**config.mk**
```make
export PLATFORM = sky130hd
export DESIGN_NAME = peripheral_irq_controller
export DESIGN_NICKNAME = d
export VERILOG_FILES = /design/src/rtl/peripheral_irq_controller_pkg.sv /design/src/rtl/peripheral_irq_controller_priority_encoder.sv /design/src/rtl/peripheral_irq_controller.sv
export SDC_FILE = /design/constraint.sdc
export NUM_CORES = 1
export LEC_CHECK = 0
export CORE_MARGIN = 5
export CORE_UTILIZATION = 45
export DETAILED_ROUTE_END_ITERATION = 12
export MAX_ROUTING_LAYER = met4
export PLACE_DENSITY = 0.81
export SLEW_MARGIN = 20
export SYNTH_ARGS = -nofsm -noshare
export SYNTH_HDL_FRONTEND = slang
export SYNTH_HIERARCHICAL = 1
export SYNTH_SLANG_ARGS = --single-unit
export TNS_END_PERCENT = 5
```
**constraint.sdc**
```tcl
create_clock -name wb_clk_i -period 3.4 [get_ports wb_clk_i]
set_clock_uncertainty 0.05 [all_clocks]
set_input_delay 0.68 -clock wb_clk_i [delete_from_list [all_inputs] [get_ports wb_clk_i]]
set_output_delay 0.68 -clock wb_clk_i [all_outputs]
set_load 0.02 [all_outputs]
```
**src/rtl/peripheral_irq_controller_pkg.sv**
```systemverilog
// peripheral_irq_controller_pkg: register map and bus state shared with firmware headers.
package peripheral_irq_controller_pkg;
    localparam int IRQC_ENABLE = 'h00;
    localparam int IRQC_PENDING = 'h04;
    localparam int IRQC_EDGE = 'h08;
    localparam int IRQC_RAW = 'h0C;
    localparam int IRQC_CLAIM = 'h10;
    localparam int IRQC_CLAIM_VALID = 31;
    typedef enum logic {IDLE, RESP} bus_state_t;
endpackage

```
**src/rtl/peripheral_irq_controller_priority_encoder.sv**
```systemverilog
// irq_priority_encoder: lowest set index of active wins; id is 0 when nothing is active.
module irq_priority_encoder #(
    parameter int N_IRQ = 10
) (
    input  logic [N_IRQ-1:0] active,
    output logic             valid,
    output logic [4:0]       id
);
    always_comb begin
        id = '0;
        for (int i = N_IRQ - 1; i >= 0; i--)
            if (active[i]) id = 5'(i);
    end
    assign valid = |active;
endmodule

```
**src/rtl/peripheral_irq_controller.sv**
```systemverilog
// peripheral_irq_controller: masked edge/level interrupt capture with a Wishbone claim interface.
module peripheral_irq_controller
    import peripheral_irq_controller_pkg::*;
#(
    parameter int N_IRQ = 10,
    parameter int ADDR_BITS = 8
) (
    input  logic             wb_clk_i,
    input  logic             wb_rst_i,
    input  logic             wb_stb_i,
    input  logic             wb_cyc_i,
    input  logic             wb_we_i,
    input  logic [3:0]       wb_sel_i,
    input  logic [31:0]      wb_data_i,
    input  logic [23:0]      wb_adr_i,
    output logic             wb_ack_o,
    output logic             wb_stall_o,
    output logic             wb_error_o,
    output logic [31:0]      wb_data_o,
    input  logic [N_IRQ-1:0] peripheral_irq,
    output logic             irq_out,
    output logic [4:0]       irq_id
);
    bus_state_t state, state_next;
    logic [N_IRQ-1:0] irq_q, enable_r, edge_r, edge_pend, pending, active, set, clr, wm, wd;
    logic [ADDR_BITS-1:0] offset;
    logic [31:0] wmask, rdata, claim;
    logic accept, wr, rd, err_r, valid, mapped;
    logic hit_en, hit_pend, hit_edge, hit_raw, hit_claim;
    logic unused;

    assign unused = &{1'b0, wb_adr_i, wb_data_i};
    assign wb_stall_o = 1'b0;
    assign offset = wb_adr_i[ADDR_BITS-1:0];
    assign hit_en = offset == ADDR_BITS'(IRQC_ENABLE);
    assign hit_pend = offset == ADDR_BITS'(IRQC_PENDING);
    assign hit_edge = offset == ADDR_BITS'(IRQC_EDGE);
    assign hit_raw = offset == ADDR_BITS'(IRQC_RAW);
    assign hit_claim = offset == ADDR_BITS'(IRQC_CLAIM);
    assign mapped = hit_en | hit_pend | hit_edge | hit_raw | hit_claim;
    // ack/error are only high in RESP, so IDLE already implies ~ack & ~error
    assign accept = wb_cyc_i & wb_stb_i & (state == IDLE);
    assign wr = accept & wb_we_i;
    assign rd = accept & ~wb_we_i;
    assign wmask = {{8{wb_sel_i[3]}}, {8{wb_sel_i[2]}}, {8{wb_sel_i[1]}}, {8{wb_sel_i[0]}}};
    assign wm = N_IRQ'(wmask);
    assign wd = N_IRQ'(wb_data_i) & wm;

    assign pending = (edge_r & edge_pend) | (~edge_r & irq_q);
    assign active = pending & enable_r;

    irq_priority_encoder #(.N_IRQ(N_IRQ)) u_enc (
        .active(active),
        .valid(valid),
        .id(irq_id)
    );

    assign claim = (32'(valid) << IRQC_CLAIM_VALID) | 32'(irq_id);
    assign rdata = hit_en ? 32'(enable_r) :
                   hit_pend ? 32'(pending) :
                   hit_edge ? 32'(edge_r) :
                   hit_raw ? 32'(irq_q) :
                   hit_claim ? claim : 32'd0;
    assign set = peripheral_irq & ~irq_q & edge_r;
    assign clr = ((wr & hit_pend) ? wd : '0) | ((rd & hit_claim & valid) ? (N_IRQ'(1) << irq_id) : '0);

    // set is ORed after clear so a colliding edge is never lost; edge_r mask drops level-mode state
    always_ff @(posedge wb_clk_i or posedge wb_rst_i) begin
        if (wb_rst_i) begin
            irq_q <= '0;
            enable_r <= '0;
            edge_r <= '0;
            edge_pend <= '0;
            irq_out <= 1'b0;
        end else begin
            irq_q <= peripheral_irq;
            enable_r <= (wr & hit_en) ? ((enable_r & ~wm) | wd) : enable_r;
            edge_r <= (wr & hit_edge) ? ((edge_r & ~wm) | wd) : edge_r;
            edge_pend <= ((edge_pend & ~clr) | set) & edge_r;
            irq_out <= |active;
        end
    end

    always_ff @(posedge wb_clk_i or posedge wb_rst_i) begin
        if (wb_rst_i) begin
            state <= IDLE;
            err_r <= 1'b0;
            wb_data_o <= '0;
        end else begin
            state <= state_next;
            err_r <= accept ? ~mapped : err_r;
            wb_data_o <= accept ? rdata : wb_data_o;
        end
    end

    always_comb begin
        state_next = (state == IDLE && accept) ? RESP : IDLE;
    end

    always_comb begin
        wb_ack_o = (state == RESP) & ~err_r;
        wb_error_o = (state == RESP) & err_r;
    end
endmodule

```
==> metrics.yaml <==
grt_pass1_wl_mm: 13.2
cp_cell_sequence: "mux2_2 -> and2_1 -> nor4_2 -> nor2b_2 -> clkdlybuf4s50_1"
drt-initial-drc-count: 142
ys_types: 50
numCtsBuffers: 5
max_stage_delay_ns: 0.63
critPathBufInv: 1
core_area_um2: 6790
tightestPinTransition_ns: 0.557
drc: 0
io_pins: 116
clkTransAtPathRegs_ns: 0.10
setup_ws_ns: 0.121
grt_max_degree: 55
synth_edf_count: 0
synthFlopType: "dfrtp_1"
peakVddDrop_v: 0.000234
antenna_found_initial: 0
nets: 449
fill_cells: 616
period_needed_ns: 3.28
io_buffers: 52
post-route-util_pct: 57.4
die_width_um: 93.6
cts_max_level: 2
fin_tns_setup_ns: 0
syn_avg_cell_area_um2: 10.1
vias: 2664
cts_tree: "done"
powerDensity_nw_per_um2: 310
ys_ff_latch: 54
clock_latency_ns: 0.30
postRouteAntennaNets: 0
place.detailed.hpwl_mm: 6.39
crit_fanout: 5
critical_path_required_ns: 2.67
crit_path_start_kind: "flop"
cts.path.max_buffers: 2
finalSetupViolCount: 0
overflow: 0
drv_slew: 0
end_kind: "output port"
hold_viol_final: 0
synthArstFlopShare_pct: 100
antenna_cells: 0
placedInstanceArea_um2: 3770
status: "complete, no violations"
slew-limit-headroom_pct: 62.3
fin_area_um2: 3900
path_depth: 5
drv_cap: 0
instances_no_fill: 471
grt_pass1_vias: 2670
dpl.cell_count: 463
clkSinkCount: 54
hold_path_depth: 1
syn_area_um2: 3140
globalplace.congestion: 0.930
crit_type: "flop to output port"
rsz0062_at_grt: "yes"
syn_inst: 312
yosys_warnings: 6
hp-class: "flop to flop"
drt_pass1_iterations: 4
die_h_um: 93.6
worstPathArrival_ns: 2.55
postCtsSetupBuffers: 0
dieArea_um2: 8750
routed_via_density: 5.66
grtUsageTotal_pct: 19.8
cp_slowest_cell: "clkdlybuf4s50_1"
dp_slack_ns: 0.211
yosysSeqAreaShare_pct: 43.0
drive_gt1_share_pct: 17.3
floorplan.initialDensity_pct: 46.2
path_delay_family: "simple AND/OR/NAND/NOR gates"
timing.final.crit_share_pct: 96.4
fmax_mhz: 305
cts-root-buf: "clkbuf_8"
detail_route.wl_per_cell_um: 17.8
routed_wl_mm: 8.38
syn_to_final_growth_pct: 24.1
num_rows: 30
r2r_cells: 9
p_leak_nw: 1.69
Yosys cell counts, drive strengths merged, types with 3 or more instances:
library cell  instances  area, um2
a222oi                3       30.0
a22oi                 6       45.0
mux2i                 3       30.0
dfrtp                54       1350
o31ai                 3       22.5
o21ai                15       75.1
nor2                 19       71.3
clkbuf                8       30.0
nor4b                 4       35.0
nor4                  6       37.5
o22ai                 5       31.3
nor2b                 6       37.5
nand2                32        120
inv                   8       30.0
nand2b                9       56.3
nand4                 8       62.6
a21boi                6       45.0
mux2                 28        315
or3                   3       18.8
a221o                 3       30.0
a41oi                 3       26.3
and2                  6       37.5
nor4bb                4       40.0
a41o                  6       60.1
a211oi                3       22.5
o2bb2ai               3       26.3
nand3b                4       30.0
buf                  26        189
routing by layer:
layer  routed length, um  part of all wire [%]  global-route usage [%]  up-vias
li1                    -                     -                       -     1241
met1                3540                    42                    24.5     1307
met2                4170                    50                    33.3      108
met3                 572                   6.8                    3.62        8
met4                 100                   1.2                    5.66        0
met5                   0                     0                       -        -
kinds of logic after synthesis:
family	Yosys count	share of synthesized area (%)
other	2	0.239
buffers and inverters	42	7.92
DFF	54	43.0
AOI/OAI and AO/OA	68	16.4
and+or+nand+nor	115	21.4
muxes	31	11.0
stage by stage:
stage,hold WS (ns),power [W]
after floorplan,0.376,0.000782
after global placement,0.401,0.000844
after detailed placement,0.418,0.000848
after CTS,0.428,0.00122
after global routing,0.457,0.00126
final,0.428,0.00121
report_power, final:
group | switching (W) | leakage, nW | internal (W)
logic | 0.000102 | 0.922 | 0.0000757
registers | 0.00000834 | 0.725 | 0.000652
clock network | 0.000206 | 0.0472 | 0.000164
timing repair:
action,CTS,global route
endpoints found under the setup margin,3,4
hold buffers,0,0
resized for setup,5,5
layout make-up:
cell class | count | area (um2) | area share [%]
Clock buffer | 6 | 82.6 | 2.12
Clock inverter | 2 | 12.5 | 0.321
Multi-Input combinational cell | 237 | 1640 | 42.2
Timing Repair Buffer | 68 | 658 | 16.9
Sequential cell | 54 | 1350 | 34.7
Tap cell | 96 | 120 | 3.08
Inverter | 8 | 30.0 | 0.770
worst register-to-register path, stage by stage, from the launching register on:
cell and delay [ns]:
dfrtp_1 0.42, mux2_2 0.37, and2_1 0.22, nor4_2 0.34, nor2b_2 0.27, buf_4 0.16, nor4b_1 0.30, nand4_1 0.26
or3_1 0.41, o2bb2ai_1 0.14
final timing paths:
check,startpoint,endpoint,slack [ns]
worst max-delay path,flop,irq_id[2],0.12
worst min-delay path,irq_q[2]$_DFF_PP0_,edge_pend[2]$_DFF_PP0_,0.43
worst max register to register,flop,edge_pend[4]$_DFF_PP0_,0.34
worst min register to register,irq_q[2]$_DFF_PP0_,edge_pend[2]$_DFF_PP0_,0.43
max in group asynchronous,wb_rst_i,async pin,2.37
min in group asynchronous,wb_rst_i,irq_q[3]$_DFF_PP0_,0.68
cells in the final DEF, fill, tap and decap left out, types with 4 or more instances in the layout:
master           instances
conb_1                  23
a41o_1                   6
nand2_1                 32
dfrtp_1                 54
and2_1                   6
nand2b_1                 9
buf_4                   15
a22oi_1                  6
nor4_1                   4
nor2b_1                  5
mux2_2                  28
inv_1                    7
clkdlybuf4s50_1         50
o21ai_0                 15
nand4_1                  6
nor2_1                  19
nor4b_1                  4
clkbuf_8                 6
o22ai_1                  5
nor4bb_1                 4
nand3b_1                 4
Power figures use the tool's default switching activity.
